File: src/rtl/s3g_rx_pp_if.sv
// s3g_rx_pp_if
//   Bundles the byte-stream input, consumer handshake and committed-packet
//   read-out of the S3G packet receiver.
//   master : byte source / consumer side (drives rx_data, rx_done, pkt_ack,
//            buffer_addr; observes status, window and read data)
//   slave  : the receiver itself
//   ADDR_W and WINDOW must match the parameters of the attached s3g_rx_pp.
interface s3g_rx_pp_if #(
    parameter int ADDR_W = 6,
    parameter int WINDOW = 16
);
    logic [7:0]          rx_data;
    logic                rx_done;
    logic                pkt_ack;
    logic                packet_done;
    logic                err_crc;
    logic                err_len;
    logic                err_timeout;
    logic                overrun;
    logic                buffer_valid;
    logic [7:0]          payload_len;
    logic [8*WINDOW-1:0] win_data;
    logic [ADDR_W-1:0]   buffer_addr;
    logic [7:0]          buffer_data;

    modport master (
        output rx_data, rx_done, pkt_ack, buffer_addr,
        input  packet_done, err_crc, err_len, err_timeout, overrun,
               buffer_valid, payload_len, win_data, buffer_data
    );

    modport slave (
        input  rx_data, rx_done, pkt_ack, buffer_addr,
        output packet_done, err_crc, err_len, err_timeout, overrun,
               buffer_valid, payload_len, win_data, buffer_data
    );
endinterface

File: src/rtl/s3g_rx_pp.sv
// s3g_rx_pp
//   S3G packet receiver: frames 0xD5 | len | payload | crc, checks the
//   Maxim CRC-8 and commits good packets atomically into a ping-pong bank
//   plus a flat window of the leading WINDOW bytes. The consumer reads the
//   committed packet while the next one fills the other bank.
// Ports:
//   clk    system clock
//   rst_n  asynchronous active-low reset
//   bus    s3g_rx_pp_if.slave: rx_data/rx_done byte stream, pkt_ack release,
//          packet_done/err_crc/err_len/err_timeout/overrun pulses,
//          buffer_valid, payload_len, win_data, buffer_addr -> buffer_data
module s3g_rx_pp #(
    parameter int ADDR_W  = 6,
    parameter int WINDOW  = 16,
    parameter int TIMEOUT = 0,
    parameter int TO_W    = 24
) (
    input  logic      clk,
    input  logic      rst_n,
    s3g_rx_pp_if.slave bus
);
    localparam int unsigned DEPTH = 2 ** ADDR_W;

    typedef enum logic [1:0] {
        S_INIT = 2'd0,
        S_LEN  = 2'd1,
        S_DATA = 2'd2,
        S_CRC  = 2'd3
    } state_t;

    state_t              state_q, state_d;
    logic                bank_sel_q, bank_sel_d;
    logic [7:0]          crc_q, crc_d;
    logic [7:0]          byte_cnt_q, byte_cnt_d;
    logic [ADDR_W-1:0]   fill_addr_q, fill_addr_d;
    logic [7:0]          fill_len_q, fill_len_d;
    logic [8*WINDOW-1:0] fill_win_q, fill_win_d;
    logic [TO_W-1:0]     to_cnt_q, to_cnt_d;
    logic [8*WINDOW-1:0] win_data_q, win_data_d;
    logic [7:0]          payload_len_q, payload_len_d;
    logic                buffer_valid_q, buffer_valid_d;
    logic                packet_done_q, packet_done_d;
    logic                err_crc_q, err_crc_d;
    logic                err_len_q, err_len_d;
    logic                err_timeout_q, err_timeout_d;
    logic                overrun_q, overrun_d;
    logic [7:0]          buffer_data_q, buffer_data_d;

    logic                commit;
    logic                timeout_hit;
    logic                mem_we;
    logic [ADDR_W:0]     mem_waddr;

    // Both banks live in one array; the MSB of the index selects the bank.
    logic [7:0] mem [2*DEPTH];

    // Maxim/iButton CRC-8 (reflected poly 0x8C), one byte per call.
    function automatic logic [7:0] crc8_next(input logic [7:0] d, input logic [7:0] c);
        logic [7:0] r;
        r = c ^ d;
        for (int unsigned i = 0; i < 8; i++) begin
            r = r[0] ? ((r >> 1) ^ 8'h8C) : (r >> 1);
        end
        return r;
    endfunction

    always_comb begin
        state_d        = state_q;
        bank_sel_d     = bank_sel_q;
        crc_d          = crc_q;
        byte_cnt_d     = byte_cnt_q;
        fill_addr_d    = fill_addr_q;
        fill_len_d     = fill_len_q;
        fill_win_d     = fill_win_q;
        to_cnt_d       = to_cnt_q;
        win_data_d     = win_data_q;
        payload_len_d  = payload_len_q;
        buffer_valid_d = buffer_valid_q;
        packet_done_d  = 1'b0;
        err_crc_d      = 1'b0;
        err_len_d      = 1'b0;
        err_timeout_d  = 1'b0;
        overrun_d      = 1'b0;
        commit         = 1'b0;
        timeout_hit    = 1'b0;
        mem_we         = 1'b0;
        // Fill bank is always the one not currently being read.
        mem_waddr      = {~bank_sel_q, fill_addr_q};
        buffer_data_d  = mem[{bank_sel_q, bus.buffer_addr}];

        if (TIMEOUT > 0) begin
            if (bus.rx_done) begin
                to_cnt_d = '0;
            end else if (state_q != S_INIT) begin
                to_cnt_d = to_cnt_q + TO_W'(1);
            end
            // A byte arriving in the expiry cycle wins over the timeout.
            timeout_hit = (state_q != S_INIT) && !bus.rx_done &&
                          (to_cnt_q == TO_W'(TIMEOUT - 1));
        end

        case (state_q)
            S_INIT: begin
                if (bus.rx_done && bus.rx_data == 8'hD5) begin
                    state_d     = S_LEN;
                    fill_addr_d = '0;
                    fill_win_d  = '0;
                    crc_d       = '0;
                end
            end
            S_LEN: begin
                if (bus.rx_done) begin
                    fill_len_d = bus.rx_data;
                    byte_cnt_d = bus.rx_data;
                    if (32'(bus.rx_data) > DEPTH) begin
                        err_len_d = 1'b1;
                        state_d   = S_INIT;
                    end else if (bus.rx_data == 8'd0) begin
                        state_d = S_CRC;
                    end else begin
                        state_d = S_DATA;
                    end
                end
            end
            S_DATA: begin
                if (bus.rx_done) begin
                    mem_we = 1'b1;
                    for (int unsigned i = 0; i < WINDOW; i++) begin
                        if (i == 32'(fill_addr_q)) begin
                            fill_win_d[8*i +: 8] = bus.rx_data;
                        end
                    end
                    crc_d       = crc8_next(bus.rx_data, crc_q);
                    fill_addr_d = fill_addr_q + ADDR_W'(1);
                    byte_cnt_d  = byte_cnt_q - 8'd1;
                    if (byte_cnt_q == 8'd1) begin
                        state_d = S_CRC;
                    end
                end
            end
            S_CRC: begin
                if (bus.rx_done) begin
                    state_d = S_INIT;
                    if (bus.rx_data == crc_q) begin
                        commit = 1'b1;
                    end else begin
                        err_crc_d = 1'b1;
                    end
                end
            end
            default: state_d = S_INIT;
        endcase

        if (timeout_hit) begin
            state_d       = S_INIT;
            err_timeout_d = 1'b1;
            to_cnt_d      = '0;
        end

        // A commit outranks a simultaneous pkt_ack: the new packet stays valid.
        if (commit) begin
            bank_sel_d     = ~bank_sel_q;
            win_data_d     = fill_win_q;
            payload_len_d  = fill_len_q;
            buffer_valid_d = 1'b1;
            packet_done_d  = 1'b1;
            overrun_d      = buffer_valid_q && !bus.pkt_ack;
        end else if (bus.pkt_ack) begin
            buffer_valid_d = 1'b0;
        end
    end

    always_ff @(posedge clk) begin
        if (mem_we) begin
            mem[mem_waddr] <= bus.rx_data;
        end
    end

    always_ff @(posedge clk or negedge rst_n) begin
        if (!rst_n) begin
            state_q        <= S_INIT;
            bank_sel_q     <= 1'b0;
            crc_q          <= '0;
            byte_cnt_q     <= '0;
            fill_addr_q    <= '0;
            fill_len_q     <= '0;
            fill_win_q     <= '0;
            to_cnt_q       <= '0;
            win_data_q     <= '0;
            payload_len_q  <= '0;
            buffer_valid_q <= 1'b0;
            packet_done_q  <= 1'b0;
            err_crc_q      <= 1'b0;
            err_len_q      <= 1'b0;
            err_timeout_q  <= 1'b0;
            overrun_q      <= 1'b0;
            buffer_data_q  <= '0;
        end else begin
            state_q        <= state_d;
            bank_sel_q     <= bank_sel_d;
            crc_q          <= crc_d;
            byte_cnt_q     <= byte_cnt_d;
            fill_addr_q    <= fill_addr_d;
            fill_len_q     <= fill_len_d;
            fill_win_q     <= fill_win_d;
            to_cnt_q       <= to_cnt_d;
            win_data_q     <= win_data_d;
            payload_len_q  <= payload_len_d;
            buffer_valid_q <= buffer_valid_d;
            packet_done_q  <= packet_done_d;
            err_crc_q      <= err_crc_d;
            err_len_q      <= err_len_d;
            err_timeout_q  <= err_timeout_d;
            overrun_q      <= overrun_d;
            buffer_data_q  <= buffer_data_d;
        end
    end

    assign bus.packet_done  = packet_done_q;
    assign bus.err_crc      = err_crc_q;
    assign bus.err_len      = err_len_q;
    assign bus.err_timeout  = err_timeout_q;
    assign bus.overrun      = overrun_q;
    assign bus.buffer_valid = buffer_valid_q;
    assign bus.payload_len  = payload_len_q;
    assign bus.win_data     = win_data_q;
    assign bus.buffer_data  = buffer_data_q;
endmodule
File: src/flat_wrapper.sv
// flat-port wrapper written by rule: the top's interface ports become plain ports
module s3g_rx_pp_flat 
#(
    parameter int ADDR_W  = 6,
    parameter int WINDOW  = 16,
    parameter int TIMEOUT = 0,
    parameter int TO_W    = 24
)
  (clk, rst_n, bus_rx_data, bus_rx_done, bus_pkt_ack, bus_buffer_addr, bus_packet_done, bus_err_crc, bus_err_len, bus_err_timeout, bus_overrun, bus_buffer_valid, bus_payload_len, bus_win_data, bus_buffer_data);
  s3g_rx_pp_if #(.ADDR_W(ADDR_W), .WINDOW(WINDOW)) bus_i ();
  input  logic clk;
  input  logic rst_n;
  input wire logic [$bits(bus_i.rx_data)-1:0] bus_rx_data;
  input wire logic [$bits(bus_i.rx_done)-1:0] bus_rx_done;
  input wire logic [$bits(bus_i.pkt_ack)-1:0] bus_pkt_ack;
  input wire logic [$bits(bus_i.buffer_addr)-1:0] bus_buffer_addr;
  output wire logic [$bits(bus_i.packet_done)-1:0] bus_packet_done;
  output wire logic [$bits(bus_i.err_crc)-1:0] bus_err_crc;
  output wire logic [$bits(bus_i.err_len)-1:0] bus_err_len;
  output wire logic [$bits(bus_i.err_timeout)-1:0] bus_err_timeout;
  output wire logic [$bits(bus_i.overrun)-1:0] bus_overrun;
  output wire logic [$bits(bus_i.buffer_valid)-1:0] bus_buffer_valid;
  output wire logic [$bits(bus_i.payload_len)-1:0] bus_payload_len;
  output wire logic [$bits(bus_i.win_data)-1:0] bus_win_data;
  output wire logic [$bits(bus_i.buffer_data)-1:0] bus_buffer_data;
  assign bus_i.rx_data = bus_rx_data;
  assign bus_i.rx_done = bus_rx_done;
  assign bus_i.pkt_ack = bus_pkt_ack;
  assign bus_i.buffer_addr = bus_buffer_addr;
  assign bus_packet_done = bus_i.packet_done;
  assign bus_err_crc = bus_i.err_crc;
  assign bus_err_len = bus_i.err_len;
  assign bus_err_timeout = bus_i.err_timeout;
  assign bus_overrun = bus_i.overrun;
  assign bus_buffer_valid = bus_i.buffer_valid;
  assign bus_payload_len = bus_i.payload_len;
  assign bus_win_data = bus_i.win_data;
  assign bus_buffer_data = bus_i.buffer_data;
  s3g_rx_pp #(.ADDR_W(ADDR_W), .WINDOW(WINDOW), .TIMEOUT(TIMEOUT), .TO_W(TO_W)) u_core (.clk(clk), .rst_n(rst_n), .bus(bus_i));
endmodule
File: config.mk
export PLATFORM = sky130hd
export DESIGN_NAME = s3g_rx_pp_flat
export DESIGN_NICKNAME = d
export VERILOG_FILES = /design/src/rtl/s3g_rx_pp_if.sv /design/src/rtl/s3g_rx_pp.sv /design/src/flat_wrapper.sv
export SDC_FILE = /design/constraint.sdc
export NUM_CORES = 1
export LEC_CHECK = 0
export CAP_MARGIN = 20
export CORE_UTILIZATION = 55
export DETAILED_ROUTE_END_ITERATION = 12
export PLACE_DENSITY_LB_ADDON = 0.05
export SETUP_SLACK_MARGIN = 0.5
export SYNTH_ARGS = -nofsm -noshare
export SYNTH_HDL_FRONTEND = slang
export SYNTH_SLANG_ARGS = --single-unit
File: constraint.sdc
create_clock -name clk -period 3 [get_ports clk]
set_clock_uncertainty 0.15 [all_clocks]
set_input_delay 0.75 -clock clk [delete_from_list [all_inputs] [get_ports clk]]
set_output_delay 0.75 -clock clk [all_outputs]
set_load 0.05 [all_outputs]
# Word level (Yosys, flattened, before mapping)
# Memory sizes are Yosys's and may differ from the RTL's. A register that Yosys moved wholly into a read port is not among the register bits.
# Index checks and enable logic that the tools add are counted.
# W data, S select, Z words.
[totals]
elab_cells = 176
regBits = 302
inputBits = 18
memories = 1
out_inout_bits = 150
mem_bits_rw = 1024
[classes]
n_reduce_logical = 30
n_eq_ne = 42
add_sub_neg = 2
magnitude_cmp = 1
n_bitwise = 10
n_mux = 61
[memory_table]
columns = ["memory", "words", "word_bits", "rd", "rd_clocked_by_memory_dff", "write_ports", "line_no", "source"]
rows = [
  ["u_core.mem", 128, 8, 1, 1, 1, "s3g_rx_pp.sv:55", "logic [7:0] mem [2*DEPTH];"],
]
[ops]
columns = ["op", "n"]
rows = [
  ["$mux W128", 2],
  ["$pmux W128 S2", 1],
  ["$mux W8", 28],
  ["$reduce_and A4 Y1", 16],
  ["$eq A4 B6 Y1 const A", 8],
  ["$ne A2 B1 Y1 const B", 18],
  ["$pmux W8 S2", 2],
  ["$eq A3 B6 Y1 const A", 4],
  ["$not A2 Y3", 8],
  ["$mux W1", 18],
  ["$eq A2 B6 Y1 const A", 2],
  ["$mux W2", 6],
  ["$mux W6", 2],
  ["$pmux W6 S2", 1],
  ["$eq A8 B1 Y1 const B", 1],
  ["$eq A8 B8 Y1", 1],
  ["$eq A8 B8 Y1 const B", 1],
  ["$gt A8 B7 Y1 const B", 1],
  ["$logic_not A8 Y1", 1],
  ["$pmux W2 S4", 1],
  ["$sub A8 B1 Y8 const B", 1],
  ["$xor A8 B8 Y8", 1],
  ["$add A6 B1 Y6 const B", 1],
  ["$eq A1 B6 Y1 const A", 1],
  ["12 further kinds", 20],
]

# Logic depth before layout (Yosys ltp)
[logic_depth]
word_depth = 19
ltp_mapped = 9
ltp_nobuf = 6

# Least setup slack after synthesis
# Ideal clock, no wire load.
[synth_timing]
path_kind = "input port to flip-flop"
start = "input bus_buffer_addr[0]"
end = "register u_core.buffer_data_q[0], in the netlist u_core.bus.buffer_data[0] (read register of u_core.mem)"
setup_slack_ps = -410
t_required_ps = 2725
path_stages = 6
path_buffers = 2
arrival_ps = 3135
setup_ps = 125
cell_sequence = "clkbuf_1 buf_1 mux4_2 mux4_2 mux4_2 mux2_2"
[synth_lines]
columns = ["element", "line_no", "source"]
rows = [
  ["from (decl)", "flat_wrapper.sv:16", "input wire logic [$bits(bus_i.buffer_addr)-1:0] bus_buffer_addr;"],
  ["to (decl)", "s3g_rx_pp.sv:47", "logic [7:0] buffer_data_q, buffer_data_d;"],
]

==> impl_metrics.toml <==
[pwr]
power_switching_mw = 10.43
power_density_mw_per_mm2 = 689.6
intPower_mw = 33.08
vdd_drop_max_mv = 0.6453
p_comb_share_pct = 11.5
power_frac_clock_pct = 38.5
seq_power_share_pct = 50.0
total_leakage_power_nw = 22.63
p_sw_share_pct = 23.97

[synthesis]
yosys_warnings = 0
synth_area_leaders = "edfxtp_1 (59%), dfrtp_1 (15%), mux4_2 (15%), mux2_2 (6.1%), nor2_1 (1.0%)"
synth_fp_nets = 2482
synthCells = 2458
synth_seq_cells = 1334
synth.distinct_cells = 47
async_flop_share_pct = 23.24
synth_edf_count = 1024
yosysTopAreaCell = "edfxtp_1"
avgSynthCellArea_um2 = 21.04
synth_ff_type = "edfxtp_1"
ys_seq_area_share_pct = 74.44
syn_area_mm2 = 0.05173
synth_top_area_share_pct = 59.45

[placement]
dpl.hpwl_um = 80210
port_buffers = 166
gp_congestion = 0.8223
post-place-ws_ns = -0.5210
placed_area_mm2 = 0.05800

[drt]
postRouteAntennaNets = 0
vias_per_cell = 6.065
met3_length_um = 10510
drtIter0Drc = 2872
routed_wl_um = 126700
drc = 0
wl_met2_um = 61370
firstDrtPassIters = 5
route.layer.met1.wl_um = 51720
routedWlPerCell_um = 29.47
vias = 26070
dr.max_layer_used = "met5"

[sta]
finalHoldViolations = 0
rsz0062_at_grt = "yes"
clock.fmax_ghz = 0.3731
tightestPinTransition_ns = 1.179
period_share_pct = 89.34
period_minus_slack_ns = 2.680
setup_ws_ns = 0.3197
finalSetupViolations = 0
max-slew-margin-rel_pct = 21.42
final_max_slew_viol_count = 0

[job]
max-cap-violations = 0

[critical_path]
crit_chain = "buf_16 -> buf_12 -> buf_12 -> mux4_2 -> mux4_2 -> mux4_2 -> mux2_2"
end_kind = "flip-flop"
critPathArrivalTime_ns = 3.15
cp.required_ns = 3.47
critPathSlowestCell = "mux4_2"
crit_buf_inv = 3
worst_path_largest_cell_delay_ns = 0.60
cp_common_cell = "mux4_2"
path_max_fanout = 9
crit_type = "input port to flip-flop"
crit_family = "multiplexers"
start_kind = "input port"

[final_layout]
final_cell_mix = "edfxtp_1 (1024), mux4_2 (336), dfrtp_1 (308)"
layout_commonest_cell = "edfxtp_1"
nets = 2953
syn2layout_area_growth_pct = 21.96
stdcell_area_mm2 = 0.06309
drive_above_1_share_pct = 44.12

[floorplanning]
start_util_pct = 55.51
dieArea_mm2 = 0.09528
die_y_um = 308.7
num_rows = 112
fp.dieW_um = 308.7
io_pins = 168
core_mm2 = 0.09319

[cts]
root_buffer = "clkbuf_16"
cts_buffers = 139
clock_latency_ns = 0.74
clockBufferDepth = 3
cts_tree = "yes"
cts_htree_levels = 4
clk_pin_slew_ns = 0.06
clock-sinks = 1334

[global_routing]
overflow = 0
grt_pass1_wl_um = 184100
antenna_found_initial = 8
grt.total_usage_pct = 27.10
grt_max_degree = 129
grt_pass1_vias = 26880

[worst_hold_path]
hold_path.class = "input port to flip-flop"

[outcome]
status = "completed"
## through the flow
step	utilization (%)	instances	power, mW	hold slack [ns]	setup TNS [ns]
6_report	67.70	4298	43.51	0.2319	0
5_1_grt	67.69	4296	44.90	0.2256	0
4_1_cts	67.30	4280	43.67	0.1974	0
3_5_place_dp	62.24	4019	27.00	0.3374	-61.97
3_3_place_gp	62.24	4019	26.79	0.3324	-53.09
2_1_floorplan	-	2458	25.06	0.3044	-0.8464
## power groups by stage
stage	clock network (mW)	logic (mW)	registers, mW
2_1_floorplan	0	3.17	21.9
3_5_place_dp	0	4.92	22.1
6_report	16.8	5.00	21.7
3_3_place_gp	0	4.77	22.0
4_1_cts	17.0	4.95	21.7
5_1_grt	17.7	5.33	21.8
## what timing repair did
| action | CTS | global route |
|---|---|---|
| gates cloned | 0 | 10 |
| hold buffers | 1 | 0 |
| buffers inserted | 6 | 5 |
| resized for setup | 457 | 16 |
| endpoints found under the hold margin | 58 | 0 |
| pin swaps | 1 | 2 |
| setup endpoints to repair | 158 | 430 |
## per-layer routing
| metal | vias to the layer above | track usage [%] |
|---|---|---|
| met1 | 13950 | 38.35 |
| met4 | 2 | 7.972 |
| li1 | 10870 | - |
| met2 | 1078 | 42.30 |
| met3 | 165 | 6.605 |
| met5 | - | 0 |
## kinds of logic (layout without fill, tap and decap cells)
logic type	Yosys count	count (layout)	share of synthesized area, %
mux	618	618	20.76
xor+xnor	25	25	0.4765
compound gates	60	60	0.6822
simple gates	261	261	2.206
flops	1334	1334	74.44
fa+ha+maj	6	6	0.1451
other cells	1	3	0.007250
buf+inv	153	737	1.275
## state kept, by name, summed over array words and instances (netlist names), 6 cells and up, named ones only
signal,count
u_core.bus.buffer_data,8
u_core.bus.payload_len,8
u_core.bus.win_data,128
u_core.byte_cnt_q,8
u_core.crc_q,8
u_core.fill_addr_q,6
u_core.fill_len_q,8
u_core.fill_win_q,128
u_core.mem,1024
## path summary, 6_finish.rpt
path                                                   endpoint  slack [ns]  cells after the start                               start
max                         u_core.bus.buffer_data[0]$_DFF_PN0_        0.32                      7                  bus_buffer_addr[0]
min                                u_core.mem[115][5]$_DFFE_PP_        0.23                      1                      bus_rx_data[5]
max reg2reg                 u_core.bus.buffer_data[5]$_DFF_PN0_        0.44                      4        u_core.mem[125][5]$_DFFE_PP_
min reg2reg                u_core.bus.win_data[126]$_DFFE_PN0P_        0.35                      1  u_core.fill_win_q[126]$_DFFE_PN0P_
max in group asynchronous   u_core.bus.buffer_data[2]$_DFF_PN0_        1.47                      3                               rst_n
min in group asynchronous     u_core.fill_win_q[11]$_DFFE_PN0P_        0.39                      2                               rst_n
## worst reg2reg max path: cells and delay by family, from the launching register on
kind	cells	cell delay [ns]
flip-flops	1	0.37
multiplexers	4	1.93
## cell usage after synthesis (all sizes together) (6+ instances only)
library cell,count
nand2,53
o21ai,26
mux2,280
nand3,15
nor4,6
mux4,336
buf,62
nand4,8
ha,6
xor2,8
clkbuf,84
or3,6
a21oi,10
and2,8
dfrtp,310
edfxtp,1024
nor2,140
o22ai,13
xnor2,15
nor2b,6
## cell type report
class	instances	area (um2)
sequential	1334	38510
fill	5897	30100
multi-input combinational	971	13360
timing repair buffer	476	5165
clock buffer	185	3880
tap	1254	1569
clock inverter	69	565.5
inverter	7	28.78
antenna	2	5.005
Power figures use the tool's default switching activity.
